[src/rtl/spi_pkg.sv]
// Shared types and constants for the SPI controller slice.
package spi_pkg;

   typedef enum logic [2:0] {
      ST_IDLE,
      ST_SETUP,
      ST_SHIFT,
      ST_WAIT_TX,
      ST_HOLD,
      ST_GAP
   } spi_state_t;

   localparam int unsigned SPI_READ_BIT  = 7;
   localparam int unsigned SPI_REG_COUNT = 128;

endpackage

[src/rtl/spi_clock_divider.sv]
// Half-period tick generator: tick pulses every CLK_DIV enabled cycles.
module spi_clock_divider #(
   parameter int unsigned CLK_DIV = 4
) (
   input  logic clk,
   input  logic rst,
   input  logic enable,
   output logic tick
);

   localparam int unsigned CW = $clog2(CLK_DIV + 1);
   localparam logic [CW-1:0] LAST = CW'(CLK_DIV - 1);

   logic [CW-1:0] count;

   assign tick = enable && (count == LAST);

   // Held at zero while disabled so every resume starts a full half-period.
   always_ff @(posedge clk or posedge rst) begin
      if (rst)
         count <= '0;
      else if (!enable || tick)
         count <= '0;
      else
         count <= count + CW'(1);
   end

endmodule

[src/rtl/spi_controller.sv]
// SPI mode-0 controller: address byte then byte_count_in data bytes.
// Receive path enabled by defining SPI_CONTROLLER_RX_EN.
module spi_controller
   import spi_pkg::*;
#(
   parameter int unsigned CLK_DIV = 4
) (
   input  logic       clock_in,
   input  logic       reset_in,
   input  logic       start_in,
   input  logic [7:0] address_in,
   input  logic [7:0] byte_count_in,
   input  logic [7:0] tx_data_in,
   input  logic       tx_valid_in,
   output logic       tx_ready_out,
   output logic [7:0] rx_data_out,
   output logic       rx_valid_out,
   output logic       busy_out,
   output logic       done_out,
   output logic       spi_select_out,
   output logic       spi_clock_out,
   output logic       spi_data_out,
   input  logic       spi_data_in
);

   spi_state_t state, state_next;
   logic       tick, div_en, sclk;
   logic       rise, fall, byte_end;
   logic [7:0] shift;
   logic [2:0] bit_cnt;
   logic [8:0] byte_cnt;
   logic       addr_phase;

   spi_clock_divider #(.CLK_DIV(CLK_DIV)) u_div (
      .clk    (clock_in),
      .rst    (reset_in),
      .enable (div_en),
      .tick   (tick)
   );

   assign div_en   = (state == ST_SETUP) || (state == ST_SHIFT) ||
                     (state == ST_HOLD)  || (state == ST_GAP);
   assign rise     = (state == ST_SHIFT) && tick && !sclk;
   assign fall     = (state == ST_SHIFT) && tick && sclk;
   assign byte_end = fall && (bit_cnt == 3'd7);

   assign spi_select_out = !((state == ST_SETUP) || (state == ST_SHIFT) ||
                             (state == ST_WAIT_TX) || (state == ST_HOLD));
   assign spi_clock_out  = sclk;
   assign spi_data_out   = spi_select_out ? 1'b0 : shift[7];
   assign busy_out       = (state != ST_IDLE);

   always_ff @(posedge clock_in or posedge reset_in) begin
      if (reset_in)
         state <= ST_IDLE;
      else
         state <= state_next;
   end

   always_comb begin
      state_next   = state;
      tx_ready_out = 1'b0;
      done_out     = 1'b0;
      case (state)
         ST_IDLE:   if (start_in) state_next = ST_SETUP;
         ST_SETUP:  if (tick) state_next = ST_SHIFT;
         ST_SHIFT:
            if (byte_end) begin
               if (byte_cnt == 9'd1)
                  state_next = ST_HOLD;
               else if (tx_valid_in)
                  tx_ready_out = 1'b1;
               else
                  state_next = ST_WAIT_TX;
            end
         ST_WAIT_TX:
            if (tx_valid_in) begin
               tx_ready_out = 1'b1;
               state_next   = ST_SHIFT;
            end
         ST_HOLD:   if (tick) state_next = ST_GAP;
         ST_GAP:
            if (tick) begin
               done_out   = 1'b1;
               state_next = ST_IDLE;
            end
         default:   state_next = ST_IDLE;
      endcase
   end

   // byte_cnt holds bytes remaining including the one on the wire.
   always_ff @(posedge clock_in or posedge reset_in) begin
      if (reset_in) begin
         sclk       <= 1'b0;
         shift      <= '0;
         bit_cnt    <= '0;
         byte_cnt   <= '0;
         addr_phase <= 1'b0;
      end else begin
         if ((state == ST_IDLE) && start_in) begin
            shift      <= address_in;
            byte_cnt   <= {1'b0, byte_count_in} + 9'd1;
            bit_cnt    <= '0;
            addr_phase <= 1'b1;
         end
         if (rise)
            sclk <= 1'b1;
         if (fall) begin
            sclk <= 1'b0;
            if (bit_cnt == 3'd7) begin
               bit_cnt    <= '0;
               byte_cnt   <= byte_cnt - 9'd1;
               addr_phase <= 1'b0;
            end else begin
               bit_cnt <= bit_cnt + 3'd1;
               shift   <= {shift[6:0], 1'b0};
            end
         end
         if (tx_ready_out)
            shift <= tx_data_in;
      end
   end

`ifdef SPI_CONTROLLER_RX_EN
   logic [6:0] rx_shift;

   always_ff @(posedge clock_in or posedge reset_in) begin
      if (reset_in) begin
         rx_shift     <= '0;
         rx_data_out  <= '0;
         rx_valid_out <= 1'b0;
      end else begin
         rx_valid_out <= 1'b0;
         if (rise) begin
            if ((bit_cnt == 3'd7) && !addr_phase) begin
               rx_data_out  <= {rx_shift, spi_data_in};
               rx_valid_out <= 1'b1;
            end else begin
               rx_shift <= {rx_shift[5:0], spi_data_in};
            end
         end
      end
   end
`else
   logic unused_rx;
   assign unused_rx    = ^{spi_data_in, addr_phase};
   assign rx_data_out  = '0;
   assign rx_valid_out = 1'b0;
`endif

endmodule

[config.mk]
export PLATFORM = sky130hd
export DESIGN_NAME = spi_controller
export DESIGN_NICKNAME = d
export VERILOG_FILES = /design/src/rtl/spi_pkg.sv /design/src/rtl/spi_clock_divider.sv /design/src/rtl/spi_controller.sv
export SDC_FILE = /design/constraint.sdc
export NUM_CORES = 1
export LEC_CHECK = 0
export BUFFER_PORTS_ARGS = -buffer_cell sky130_fd_sc_hd__clkbuf_2
export CORE_MARGIN = 5
export CORE_UTILIZATION = 45
export DETAILED_ROUTE_END_ITERATION = 16
export GPL_TIMING_DRIVEN = 0
export PLACE_DENSITY_LB_ADDON = 0.1
export SYNTH_ARGS = -nofsm -noshare
export SYNTH_HDL_FRONTEND = slang
export SYNTH_SLANG_ARGS = --single-unit
[constraint.sdc]
create_clock -name clock_in -period 5.3 [get_ports clock_in]
set_input_delay 0.53 -clock clock_in [delete_from_list [all_inputs] [get_ports clock_in]]
set_output_delay 0.53 -clock clock_in [all_outputs]
set_load 0.02 [all_outputs]
==> flow_summary_export.csv, run 1 <==
group,metric,value,unit
outcome,status,"finished, final reports clean",
clock_network,insertion_delay,0.27,ns
critical_path,cp_slowest_cell,"nor4b_4",
layout,fillers,370,
critical_path,cp_max_fo,9,
layout,seq_area,676,µm²
layout,final_area,2060,µm²
critical_path,end_kind,"output port",
detailed_routing,final_antenna_net_count,0,
sta,setup-tns-final,0,ns
die,core,3720,µm²
yosys,ys_seq_area_share,38.3,%
placement,place.gp.congestion,0.810,
clock_network,cts_resized,0,
placement,port_buffers,33,
sta,worst_pin_slew,1.03,ns
die,dieArea,5270,µm²
sta,maxSlewHeadroom,31.1,%
sta,finalCriticalPeriod,3.14,ns
worst_hold_path,hp-class,"register to register",
worst_hold_path,worstHoldStart,"u_div.count[0]",
power,ir_drop,179,µV
yosys,synth_common_cells,"27 x dfrtp_1, 26 x nand2_1, 22 x nor2_1",
clock_network,clk_path_buf_depth,2,
global_routing,first_global_vias,1507,
yosys,ys_types,39,
yosys,synth_edf_count,0,
critical_path,crit_buf_inv,2,
layout,multi_input_area,966,µm²
detailed_routing,dr.pass1.iters,4,
critical_path,worstSetupPathType,"register to output port",
sta,setup_viol,0,
clock_network,cts_num_sinks,27,
yosys,synth_ff_type,"dfrtp_1",
sta,fmax,318,MHz
die,die_y,72.6,µm
critical_path,crit_top_cell,"ha_1",
sta,fin_hold_ws,0.436,ns
clock_network,cts_buffers,3,
critical_path,timing.rr.start,"u_div.count[0]",
yosys,async_reset_ff_share,100,%
clock_network,tritoncts,"yes",
critical_path,cpPeakStageDelay,0.62,ns
sta,fin_skew,0.00682,ns
detailed_routing,wirelength,3860,µm
layout,drive_gt1_share,23.0,%
placement,hpwl,2920,µm
critical_path,cp.depth,8,
critical_path,r2r_cells,8,
global_routing,antenna_found_initial,0,
critical_path,crit_chain,"ha_1, ha_1, and4bb_1, buf_4, and3_1, a21oi_1, nor4b_4, clkbuf_2",
sta,finalHoldViolations,0,
sta,finalCritPeriodShare,59.3,%
critical_path,r2r_slack,2.71,ns
global_routing,grt_usage,15.9,%
flow_run,drv_cap,0,
detailed_routing,vias_per_cell,5.29,
yosys,ys_top_cells_by_area,"dfrtp_1 38%, nand2_1 5.5%, ha_1 5.0%, nor2_1 4.7%, mux2_2 4.5%",
sta,slew_viol_final,0,
clock_network,h-tree-depth,1,
die,rows,22,
power,power_density,366,nW/µm²
placement,place_ws,2.43,ns
yosys,yosysTopAreaCell,"dfrtp_1",
critical_path,cp-start-kind,"register",
critical_path,critical_path.top_delay_family,"simple AND/OR/NAND/NOR gates",
yosys,syn_inst,203,
layout,syn2layout_area_growth,17.0,%
placement,place_area,2020,µm²
yosys,ys_warn_count,0,
detailed_routing,vias,1567,
clock_network,clkTransAtPathRegs,0.09,ns
worst_hold_path,hold_end,"u_div.count[0]",
critical_path,critPathArrivalTime,2.61,ns
yosys,synth.most_common_cell,"dfrtp_1",
global_routing,grt_first_pass_wirelength,6820,µm
sta,rsz0062_at_grt,"no",
die,die_x,72.6,µm
detailed_routing,drc_errors,0,
power,p_leak,0.000986,µW
sta,timing.final.ws_setup,2.16,ns
critical_path,timing.rr.end,"shift[1]",
clock_network,cts_setup_buffers,0,
clock_network,root_buffer,"clkbuf_8",
global_routing,grt_overflow,0,
worst_hold_path,worstHoldPathCells,1,
die,top_level_ports,44,
yosys,synth-seq-cells,27,
detailed_routing,wl_per_cell,13.0,µm
global_routing,grt_max_degree,28,
clock_network,cts_hold_buf,0,
layout,fin_nets,285,
detailed_routing,drtIter0Drc,65,
layout,antenna_cells,0,
die,initial_utilization,47.4,%
yosys,syn_area,1760,µm²
yosys,avgSynthCellArea,8.68,µm²
critical_path,cp.required,4.77,ns
yosys,yosysTopAreaCellShare,38.3,%
how the worst max path moves through the flow:
stage / from / end / slack [ns]
2_1_floorplan: u_div.count[0] / tx_ready_out / 2.88
3_3_place_gp: u_div.count[0] / tx_ready_out / 2.42
3_5_place_dp: u_div.count[0] / tx_ready_out / 2.43
4_1_cts: u_div.count[0] / tx_ready_out / 2.09
5_1_grt: u_div.count[0] / tx_ready_out / 1.99
6_report: u_div.count[0] / tx_ready_out / 2.16
routing by layer:
| layer | track usage (%) | share of wire, % | vias to the layer above |
|---|---|---|---|
| met1 | 21.9 | 48 | 729 |
| li1 | - | - | 799 |
| met2 | 25.5 | 46 | 35 |
| met4 | 3.28 | 0.88 | 0 |
| met3 | 3.86 | 5.0 | 4 |
| met5 | 0 | 0 | - |
flip-flops by register name, summed over array words and instances (netlist names):
name	cells
shift	8
u_div.count	3
bit_cnt	3
state	3
spi_clock_out	1
byte_cnt	9
cell type report:
type / instances / share of cell area [%]
Multi-Input combinational cell: 156 / 46.8
Clock buffer: 4 / 2.18
Sequential cell: 27 / 32.7
Buffer: 20 / 5.88
Timing Repair Buffer: 33 / 8.00
Inverter: 8 / 1.46
Tap cell: 48 / 2.91
report_power, final:
part           switching (µW)  total [µW]  internal (µW)
clock                    63.1         117           53.8
combinational             158         297            139
sequential               54.9         341            286
total                     276         755            478
cells in the final DEF, fill, tap and decap left out, types with 2 or more instances in the layout:
cell	Yosys	final
a211oi_1	2	2
a21boi_0	2	2
a21oi_1	7	7
a311oi_1	2	2
a31oi_1	12	12
and3_1	5	5
buf_4	10	10
clkbuf_1	8	9
clkbuf_2	0	33
clkbuf_8	0	3
conb_1	1	9
dfrtp_1	27	27
ha_1	7	7
inv_1	8	8
mux2_2	7	7
nand2_1	26	26
nand3_1	13	13
nand3b_1	3	3
nor2_1	22	22
nor3_1	2	2
nor4_1	2	2
o21ai_0	9	9
o221ai_1	2	2
o31ai_1	3	3
o32a_1	2	2
xnor2_1	2	2
xor2_1	5	5
cells by family (layout without fill, tap and decap cells):
family                     Yosys count  count (layout)  synth area share [%]
DFF                                 27              27                  38.3
adders and majority gates            7               7                  4.97
and+or+nand+nor                     79              79                  22.1
other                                1               9                 0.213
buffers and inverters               28              65                  8.59
AOI/OAI and AO/OA                   46              46                  17.2
muxes                                8               8                  5.11
xor gates and xnor gates             7               7                  3.48
through the flow:
step           power, µW  std cells  util (%)
2_1_floorplan        568        211         -
3_3_place_gp         639        292      54.3
3_5_place_dp         643        292      54.3
4_1_cts              761        296      55.5
5_1_grt              825        296      55.5
6_report             755        296      55.5
Note: power is estimated with default switching activity, not from simulation.
==> inputs of run 2 (changes only) <==
ABC_AREA = 1   (was not set)
clock period = 3.1 ns   (was 5.3 ns; I/O delays follow)
==> run 2 against run 1 <==
Non-clock buffer count fell by 4. Core utilization fell by 3.3 points. Setup slack got worse by 1.2 ns.
==> flow_summary_export.csv, run 2 <==
group,metric,value,unit
outcome,status,"finished, final reports clean",
global_routing,grt_max_degree,28,
sta,setup_viol,0,
power,combinationalPowerShare,56.1,%
layout,final_common_cell,"nand2_1",
layout,fin_nets,401,
critical_path,cp.depth,6,
detailed_routing,wirelength,4690,µm
clock_network,cts_buffers,3,
yosys,synth_ff_type,"dfrtp_1",
critical_path,crit_chain,"ha_1, ha_1, clkbuf_2, nand4_4, o21ai_4, clkbuf_2",
power,p_int,960,µW
power,power_density,740,nW/µm²
critical_path,cp_max_fo,9,
critical_path,r2r_cells,10,
sta,rsz0062_at_grt,"no",
yosys,synth_common_cells,"107 x nand2_1, 44 x inv_1, 35 x nor2_1",
placement,place.gp.congestion,0.806,
yosys,yosysTopAreaCell,"dfrtp_1",
critical_path,cp-startpoint,"u_div.count[0]",
sta,setup-tns-final,0,ns
detailed_routing,wl_per_cell,11.2,µm
critical_path,critPathArrivalTime,1.88,ns
critical_path,critical_path.top_delay_family,"buffers and inverters",
die,dieArea,6200,µm²
worst_hold_path,hp-class,"primary input to register",
yosys,synth.most_common_cell,"nand2_1",
sta,fin_hold_ws,0.232,ns
die,initial_utilization,45.7,%
placement,hpwl,3680,µm
critical_path,timing.rr.start,"u_div.count[0]",
yosys,ys_top_cells_by_area,"dfrtp_1 32%, nand2_1 19%, inv_1 7.8%, nor2_1 6.2%, nand3_1 4.5%",
critical_path,cpPeakStageDelay,0.36,ns
placement,place_ws,1.18,ns
layout,top_regs,"byte_cnt (9), shift (8)",
yosys,synth.mux.area_fraction,0,%
placement,dp_cells,414,
layout,largest-register,"byte_cnt",
yosys,syn_inst,319,
critical_path,crit_path_end,"tx_ready_out",
critical_path,crit_buf_inv,2,
clock_network,clkTransAtPathRegs,0.09,ns
critical_path,worstSetupPathType,"register to output port",
die,top_level_ports,44,
critical_path,r2r_slack,1.34,ns
power,seq_power_share,32.9,%
sta,finalCriticalPeriod,2.19,ns
global_routing,antenna_found_initial,0,
power,total_power,1800,µW
yosys,ys_seq_area_share,31.7,%
die,die_y,78.8,µm
clock_network,root_buffer,"clkbuf_8",
power,switching_share,46.8,%
clock_network,insertion_delay,0.27,ns
sta,timing.final.ws_setup,0.911,ns
yosys,synth_edf_count,0,
detailed_routing,vias,1976,
power,ir_drop,329,µV
yosys,avgSynthCellArea,6.67,µm²
yosys,ys_warn_count,0,
clock_network,cts_resized,0,
yosys,synth_top_family_by_area,"simple AND/OR/NAND/NOR gates",
layout,final_cell_mix,"107 x nand2_1, 44 x inv_1, 35 x nor2_1",
clock_network,h-tree-depth,1,
yosys,synth-compound-area-share,6.64,%
placement,port_buffers,33,
detailed_routing,drtIter0Drc,140,
yosys,synth_xor_area_share,2.47,%
die,die_x,78.8,µm
power,switchingPower,844,µW
yosys,synthAdderAreaFrac,4.12,%
layout,antenna_cells,0,
critical_path,cp-start-kind,"register",
layout,stdcell_count,418,
sta,worst_pin_slew,1.04,ns
critical_path,cp_slowest_cell,"dfrtp_1",
detailed_routing,drc_errors,0,
detailed_routing,dr.pass1.iters,4,
layout,drive_gt1_share,19.2,%
die,rows,25,
die,core,4660,µm²
sta,fmax,457,MHz
layout,largest_reg_flops,9,
power,p_leak,0.00143,µW
sta,finalCritPeriodShare,70.6,%
yosys,syn_area,2130,µm²
sta,maxSlewHeadroom,30.9,%
clock_network,tritoncts,"yes",
yosys,yosysTopAreaCellShare,31.7,%
yosys,synth-seq-cells,27,
yosys,async_reset_ff_share,100,%
global_routing,grt_overflow,0,
detailed_routing,vias_per_cell,4.73,
critical_path,end_kind,"output port",
layout,syn2layout_area_growth,14.5,%
clock_network,cts_num_sinks,27,
clock_network,cts_hold_buf,0,
detailed_routing,final_antenna_net_count,0,
critical_path,cp.required,2.79,ns
sta,fin_skew,0.00278,ns
sta,slew_viol_final,0,
global_routing,first_global_vias,1825,
flow_run,drv_cap,0,
yosys,synthSimpleGateAreaFrac,40.6,%
critical_path,timing.rr.end,"shift[2]",
clock_network,clk_path_buf_depth,2,
yosys,ys_types,33,
sta,finalHoldViolations,0,
global_routing,grt_usage,16.4,%
power,pwr-share-clk,11.0,%
global_routing,grt_first_pass_wirelength,8230,µm
clock_network,cts_setup_buffers,0,
[run 2: cell count changes in the layout (fill, tap and decap cells not counted), sizes merged, moves of 4 or more]
cell and delta:
nor2 +18, o21ai +7, a21oi -4, nand4 +11
clkbuf -7, inv +40, mux2 -8, nand2 +83
and3 -5, nand3 +8, a31oi -10
[run 2: per-stage QoR]
stage / utilization, % / cell area, µm²
finish: 52.3 / 2440
global route: 52.3 / 2440
CTS: 52.3 / 2440
detailed placement: 51.3 / 2390
global placement: 51.3 / 2390
floorplan: - / 2160
[run 2: cells by family (layout without fill, tap and decap cells)]
group	count (synthesis)	after routing
buffers and inverters	64	101
xor gates and xnor gates	6	6
DFF	27	27
adders and majority gates	7	7
AOI/OAI and AO/OA	24	24
other	1	9
and+or+nand+nor	190	190
[run 2: layout make-up]
class,instances,area (µm²)
sequential,27,676
timing repair buffer,33,165
multi-input combinational,236,1180
fill,497,2220
clock buffer,4,45.0
buffer,16,121
inverter,48,183
tap,54,67.6
[run 2: per-layer routing]
| metal | global-route usage, % | wire [µm] | up-vias |
|---|---|---|---|
| li1 | - | - | 1073 |
| met2 | 26.2 | 2130 | 20 |
| met1 | 23.7 | 2420 | 881 |
| met4 | 2.10 | 24 | 0 |
| met3 | 3.17 | 114 | 2 |
| met5 | 0 | 0 | - |
[run 2: how the worst min path moves through the flow]
stage / start / to / depth (start not counted)
floorplan: reset_in / bit_cnt[0] / 1
global placement: u_div.count[0] / u_div.count[0] / 1
detailed placement: u_div.count[0] / u_div.count[0] / 1
CTS: tx_data_in[4] / shift[4] / 3
global route: tx_data_in[4] / shift[4] / 3
finish: tx_data_in[4] / shift[4] / 3
[run 2: tightest hold or removal path, cell delays in order]
cell and delay, ns:
clkbuf_2 0.07, nand2_1 0.04, nand2_1 0.05
[run 2: power by group through the flow]
stage	combinational (µW)	clock [µW]	sequential, µW
floorplan	813	0	583
global placement	1000	0	598
detailed placement	1020	0	598
CTS	1020	208	592
global route	1180	225	613
finish	1010	199	593
